[src/rtl/vga_sync_gen.sv]
// vga_sync_gen: raster timing generator (pixel-rate divider plus h/v counters),
// beam address out to the GPU stage, and a registered colour/sync output stage.
module vga_sync_gen #(
  parameter int unsigned H_VISIBLE = 640,
  parameter int unsigned H_FRONT   = 16,
  parameter int unsigned H_SYNC    = 96,
  parameter int unsigned H_BACK    = 48,
  parameter int unsigned V_VISIBLE = 480,
  parameter int unsigned V_FRONT   = 10,
  parameter int unsigned V_SYNC    = 2,
  parameter int unsigned V_BACK    = 33,
  parameter int unsigned CLK_DIV   = 2
) (
  input  logic        sysclk,
  input  logic        rst_n,
  input  logic [2:0]  display_data,
  output logic [21:0] display_addr,
  output logic        vga_hsync,
  output logic        vga_vsync,
  output logic [2:0]  vga_rgb,
  output logic        frame_start
);

  localparam int unsigned H_TOTAL = H_SYNC + H_BACK + H_VISIBLE + H_FRONT;
  localparam int unsigned V_TOTAL = V_SYNC + V_BACK + V_VISIBLE + V_FRONT;
  localparam int unsigned DIV_W   = $clog2(CLK_DIV);

  localparam logic [DIV_W-1:0] DIV_LAST = DIV_W'(CLK_DIV - 1);
  localparam logic [DIV_W-1:0] DIV_ONE  = DIV_W'(1);

  localparam logic [9:0] H_LAST      = 10'(H_TOTAL - 1);
  localparam logic [9:0] V_LAST      = 10'(V_TOTAL - 1);
  localparam logic [9:0] H_SYNC_END  = 10'(H_SYNC);
  localparam logic [9:0] V_SYNC_END  = 10'(V_SYNC);
  localparam logic [9:0] H_ACT_FIRST = 10'(H_SYNC + H_BACK);
  localparam logic [9:0] H_ACT_LAST  = 10'(H_SYNC + H_BACK + H_VISIBLE - 1);
  localparam logic [9:0] V_ACT_FIRST = 10'(V_SYNC + V_BACK);
  localparam logic [9:0] V_ACT_LAST  = 10'(V_SYNC + V_BACK + V_VISIBLE - 1);

  logic [DIV_W-1:0] r_div_cnt;
  logic [9:0]       r_h_count;
  logic [9:0]       r_v_count;
  logic             r_hsync;
  logic             r_vsync;
  logic [2:0]       r_rgb;
  logic             r_frame_start;

  logic w_pix_en;
  logic w_h_wrap;
  logic w_v_wrap;
  logic w_h_active;
  logic w_v_active;
  logic w_video_active;

  assign w_pix_en       = (r_div_cnt == DIV_LAST);
  assign w_h_wrap       = (r_h_count == H_LAST);
  assign w_v_wrap       = (r_v_count == V_LAST);
  assign w_h_active     = (r_h_count >= H_ACT_FIRST) && (r_h_count <= H_ACT_LAST);
  assign w_v_active     = (r_v_count >= V_ACT_FIRST) && (r_v_count <= V_ACT_LAST);
  assign w_video_active = w_h_active && w_v_active;

  // Built only from registers and compares, so it is stable across each sysclk edge.
  assign display_addr = {w_video_active, w_pix_en, r_h_count, r_v_count};

  always_ff @(posedge sysclk or negedge rst_n) begin
    if (!rst_n) begin
      r_div_cnt <= '0;
    end else if (w_pix_en) begin
      r_div_cnt <= '0;
    end else begin
      r_div_cnt <= r_div_cnt + DIV_ONE;
    end
  end

  always_ff @(posedge sysclk or negedge rst_n) begin
    if (!rst_n) begin
      r_h_count <= '0;
    end else if (w_pix_en) begin
      r_h_count <= w_h_wrap ? '0 : r_h_count + 10'd1;
    end
  end

  always_ff @(posedge sysclk or negedge rst_n) begin
    if (!rst_n) begin
      r_v_count <= '0;
    end else if (w_pix_en && w_h_wrap) begin
      r_v_count <= w_v_wrap ? '0 : r_v_count + 10'd1;
    end
  end

  // Colour and syncs are captured on the same pix_en edge so they leave aligned.
  always_ff @(posedge sysclk or negedge rst_n) begin
    if (!rst_n) begin
      r_rgb   <= '0;
      r_hsync <= 1'b1;
      r_vsync <= 1'b1;
    end else if (w_pix_en) begin
      r_rgb   <= w_video_active ? display_data : '0;
      r_hsync <= ~(r_h_count < H_SYNC_END);
      r_vsync <= ~(r_v_count < V_SYNC_END);
    end
  end

  always_ff @(posedge sysclk or negedge rst_n) begin
    if (!rst_n) begin
      r_frame_start <= 1'b0;
    end else begin
      r_frame_start <= w_pix_en && w_h_wrap && w_v_wrap;
    end
  end

  assign vga_rgb     = r_rgb;
  assign vga_hsync   = r_hsync;
  assign vga_vsync   = r_vsync;
  assign frame_start = r_frame_start;

endmodule
[config.mk]
export PLATFORM = sky130hd
export DESIGN_NAME = vga_sync_gen
export DESIGN_NICKNAME = d
export VERILOG_FILES = /design/src/rtl/vga_sync_gen.sv
export SDC_FILE = /design/constraint.sdc
export NUM_CORES = 1
export LEC_CHECK = 0
export ABC_AREA = 1
export CORE_MARGIN = 2
export CORE_UTILIZATION = 30
export CTS_BUF_LIST = sky130_fd_sc_hd__clkbuf_4 sky130_fd_sc_hd__clkbuf_8
export CTS_CLUSTER_DIAMETER = 150
export DETAILED_ROUTE_END_ITERATION = 7
export GPL_ROUTABILITY_DRIVEN = 0
export GPL_TIMING_DRIVEN = 0
export PLACE_DENSITY = 0.53
export SYNTH_ARGS = -nofsm -noshare
export SYNTH_HDL_FRONTEND = slang
export SYNTH_SLANG_ARGS = --single-unit
[constraint.sdc]
create_clock -name sysclk -period 4.85 [get_ports sysclk]
set_clock_uncertainty 0.1 [all_clocks]
set_input_delay 0.7275 -clock sysclk [delete_from_list [all_inputs] [get_ports sysclk]]
set_output_delay 0.7275 -clock sysclk [all_outputs]
set_load 0.02 [all_outputs]
Word-level counts from Yosys, hierarchy flattened

Cells that the tools add are included.

Register bits after elaboration: 27
Input bits: 5
Output and inout port bits: 28
Word-level logic and storage cells: 29

$add $sub $neg: 3
Magnitude comparators: 6
Equality and inequality tests: 2
Multiplexer cells: 4
Bitwise logic cells: 2
Reductions and logical operators: 5

Operators by type and width:

| kind                    | count |
|---|---|
| $add A10 B1 Y10 const B | 2 |
| $eq A10 B10 Y1 const B  | 2 |
| $le A10 B10 Y1 const B  | 2 |
| $mux W10                | 2 |
| $ge A10 B6 Y1 const B   | 1 |
| $ge A10 B8 Y1 const B   | 1 |
| $lt A10 B2 Y1 const B   | 1 |
| $lt A10 B7 Y1 const B   | 1 |
| $logic_and A1 B1 Y1     | 5 |
| $mux W3                 | 1 |
| $not A1 Y1              | 2 |
| $add A1 B1 Y1 const B   | 1 |
| $mux W1                 | 1 |

Logic depth before layout (Yosys ltp)

Word-level depth: 4
Mapped depth: 8
Gate-level depth less buffers: 8

Least setup slack after synthesis

OpenSTA, ideal clock, no wires.

Path type: reg2out
Start point: register r_v_count[0]
End point: output display_addr[21]
Arrival time: 1.460 ns
Slack: 2.563 ns
Cell stages (with the launch flop): 9
Path buffers: 1
Cell sequence: dfrtp_1 -> inv_1 -> ha_1 -> inv_1 -> nor2_1 -> nand4_1 -> nand3_1 -> and2_1 -> buf_4

Longest elaborated chain between the ends: 3
Elaborated cells on any way between the ends: 4
Classes of those cells: 2 x order compare; 2 x reduce/logical

Ends and longest elaborated chain:

| item                                            | line | RTL |
|---|---|---|
| start, declared                                 | 42   | `logic [9:0] r_v_count;` |
| start signal, assigned                          | 87   | `r_v_count <= w_v_wrap ? '0 : r_v_count + 10'd1;` |
| $ge A10 B6 Y1 or $le A10 B10 Y1 (tied branches) | 59   | `assign w_v_active = (r_v_count >= V_ACT_FIRST) && (r_v_count <= V_ACT_LAST);` |
| $logic_and A1 B1 Y1 (*)                         | 59   |  |
| $logic_and A1 B1 Y1 (*)                         | 60   | `assign w_video_active = w_h_active && w_v_active;` |
| end, declared                                   | 17   | `output logic [21:0] display_addr,` |

Mark *: on every way between the ends. The rest lies on a longest branch, timed or not.

Final worst setup path

Same ends and word-level chain as after synthesis.

==> flow_metrics.py <==
metrics = {
    "logic_synthesis": {
        "synth_area_leader_cell": "dfrtp_1",
        "synth-edff-count": 0,
        "synth-compound-area-share_pct": 6.99,
        "ys_types": 28,
        "synth_seq_area_share_pct": 41.2,
        "synth_warnings": 0,
        "synth_cells": 225,
        "syn_area_per_cell_um2": 7.32,
        "synth.area.mux_share_pct": 0,
        "synth_top_area_share_pct": 38.0,
        "synth_top_family_by_area": "simple AND/OR/NAND/NOR gates",
        "synth-simple-area-share_pct": 36.8,
        "syn-num-nets": 235,
        "async_flop_share_pct": 100,
        "synth-seq-cells": 27,
        "synth_xor_area_share_pct": 1.60,
        "synth_area_leaders": "dfrtp_1, nand2_1, nand3_1, inv_1, nor2_1",
        "synth_flop_cell": "dfrtp_1",
        "syn-cell-area_mm2": 0.00165,
        "synth_fa_ha_area_share_pct": 3.80,
    },
    "clock_tree": {
        "clkSinkCount": 27,
        "cts.hold.buffers_added": 0,
        "clkTransAtPathRegs_ns": 0.10,
        "postCtsSetupBuffers": 0,
        "clk_path_buf_depth": 2,
        "cts-root-buf": "clkbuf_8",
        "clk_latency_ns": 0.28,
        "cts-htree-levels": 1,
        "cts-resized-gates": 0,
        "cts_buffers": 3,
        "cts_tree": "done",
    },
    "global_route": {
        "grt-ovfl-total": 0,
        "antenna_found_initial": 0,
        "track_usage_pct": 13.9,
        "grt_pass1_vias": 1490,
        "grt_max_degree": 28,
        "grt_pass1_wl_mm": 6.83,
    },
    "outcome": {
        "status": "finished clean",
    },
    "die": {
        "pin_count": 33,
        "die_area_mm2": 0.00610,
        "rows": 26,
        "core_mm2": 0.00520,
        "die_height_um": 78.1,
        "initial_core_util_pct": 31.6,
        "dieWidth_um": 78.1,
    },
    "timing": {
        "slew_viol_final": 0,
        "slew_headroom_pct": 59.7,
        "layout_min_cycle_time_ns": 3.19,
        "fmax_mhz": 313,
        "hold_viol": 0,
        "tightestPinTransition_ns": 0.604,
        "setup_tns_ns": 0,
        "fin_crit_sh_pct": 65.8,
        "whs_ns": 0.344,
        "setup_slack_ns": 1.66,
        "rsz0062_at_grt": "no",
        "finalSetupViolCount": 0,
    },
    "detailed_routing": {
        "met2_length_mm": 1.81,
        "drc": 0,
        "top_layer": "met4",
        "drtIter0Drc": 76,
        "dr_wl_met3_um": 145,
        "ant_nets": 0,
        "routedLengthMet1_mm": 1.92,
        "routed_via_density": 4.63,
        "wl_per_cell_um": 11.8,
        "vias": 1531,
        "routed_wl_mm": 3.90,
        "drtPass1Iterations": 4,
    },
    "pwr": {
        "power_density_mw_per_mm2": 176,
        "ir_drop_mv": 0.102,
        "p_leak_nw": 0.955,
    },
    "setup_path": {
        "crit_required_ns": 4.02,
        "crit_chain": "ha_1 -> nor2_1 -> nand2_1 -> a21oi_1 -> nor2_1 -> and2_1 -> buf_4 -> clkdlybuf4s50_1",
        "worst-path-stages": 8,
        "reg2regPathDepth": 8,
        "critPathMaxStageDelay_ns": 0.58,
        "critPathKind": "flip-flop to primary output",
        "worstPathArrival_ns": 2.36,
        "worstSetupEndpointType": "primary output",
        "crit_buf_inv": 2,
        "startpoint_type": "flip-flop",
        "path_delay_family": "buffers and inverters",
        "path_common_cell": "nor2_1",
        "slowest_stage": "clkdlybuf4s50_1",
        "critPathMaxFanout": 8,
        "reg2reg_slack_ns": 3.09,
    },
    "min_path": {
        "hold_class": "input pin to async pin",
    },
    "cells_and_area": {
        "syn2layout_area_growth_pct": 27.3,
        "num-nets-final": 272,
        "fillers": 567,
        "drive_gt1_share_pct": 8.43,
        "final_common_cell": "nand2_1",
        "utilization_pct": 40.3,
        "final_cell_mix": "nand2_1, clkdlybuf4s50_1, inv_1",
        "antenna_cells": 0,
    },
    "place": {
        "numPortBuffers": 32,
        "dp_slack_ns": 1.96,
        "hpwl_mm": 2.91,
    },
    "flow_run": {
        "cap_violations": 0,
    },
}
-- per-layer routing --
metal / GRT usage [%] / vias up
li1: - / 797
met1: 19.5 / 697
met2: 22.7 / 33
met3: 2.30 / 4
met4: 2.81 / 0
met5: 0 / -
-- final timing paths --
kind / to / start
max in group asynchronous: r_v_count[0]$_DFFE_PN0P_ / rst_n
hold reg to reg: vga_rgb[1]$_DFFE_PN0P_ / vga_rgb[1]$_DFFE_PN0P_
setup / recovery: display_addr[21] / r_v_count[0]$_DFFE_PN0P_
hold / removal: r_h_count[7]$_DFFE_PN0P_ / rst_n
min in group sysclk: vga_rgb[1]$_DFFE_PN0P_ / vga_rgb[1]$_DFFE_PN0P_
setup reg to reg: r_v_count[7]$_DFFE_PN0P_ / r_h_count[0]$_DFFE_PN0P_
-- metrics by stage --
stage / instances / instance area (um^2) / total power [mW]
after CTS: 331 / 2100 / 0.374
after detailed placement: 327 / 2050 / 0.238
after floorplan: 225 / 1650 / 0.230
final: 331 / 2100 / 0.368
after global routing: 331 / 2100 / 0.379
after global placement: 327 / 2050 / 0.238
-- power by group --
part / leakage [nW] / switching, mW / internal (mW) / total [mW]
clock network: 0.0255 / 0.0773 / 0.0577 / 0.135
registers: 0.356 / 0 / 0.225 / 0.225
logic: 0.574 / 0.00513 / 0.00276 / 0.00789
total: 0.955 / 0.0825 / 0.286 / 0.368
-- registers in the layout, summed over array words and instances, names as in the netlist --
register     flops
frame_start      1
r_div_cnt        1
r_h_count       10
r_v_count       10
vga_hsync        1
vga_rgb          3
vga_vsync        1
-- cells by family (layout without fill, tap and decap cells) --
| group | after synthesis | after routing |
|---|---|---|
| buffers and inverters | 38 | 74 |
| flip-flops | 27 | 27 |
| AO/OA/AOI/OAI | 21 | 21 |
| AND/OR/NAND/NOR | 131 | 131 |
| XOR/XNOR | 3 | 3 |
| adder cells (fa/ha/maj) | 5 | 5 |
-- final cells by class --
class                   count  area [um^2]  area share (%)
inverters                  33          124            5.91
well taps                  70         87.6            4.18
clock buffers               3         41.3            1.97
clock inverters             1         5.00           0.239
repair buffers             32          315            15.0
flip-flops and latches     27          678            32.4
plain buffers               5         35.0            1.67
multi-input cells         160          810            38.6
-- cells in the mapped netlist, types with 2 or more instances --
| library cell | count |
|---|---|
| o21bai_1 | 2 |
| o21ai_1 | 4 |
| nor2_4 | 2 |
| nor2_2 | 2 |
| xor2_1 | 3 |
| nor3_1 | 4 |
| nor2_1 | 19 |
| inv_1 | 30 |
| nand3_1 | 29 |
| buf_4 | 2 |
| dfstp_2 | 2 |
| ha_1 | 5 |
| nand2_1 | 60 |
| inv_2 | 3 |
| or2_2 | 2 |
| o21ai_0 | 12 |
| nand4_1 | 9 |
| dfrtp_1 | 25 |
No activity file was read; power rests on OpenSTA's default activity.
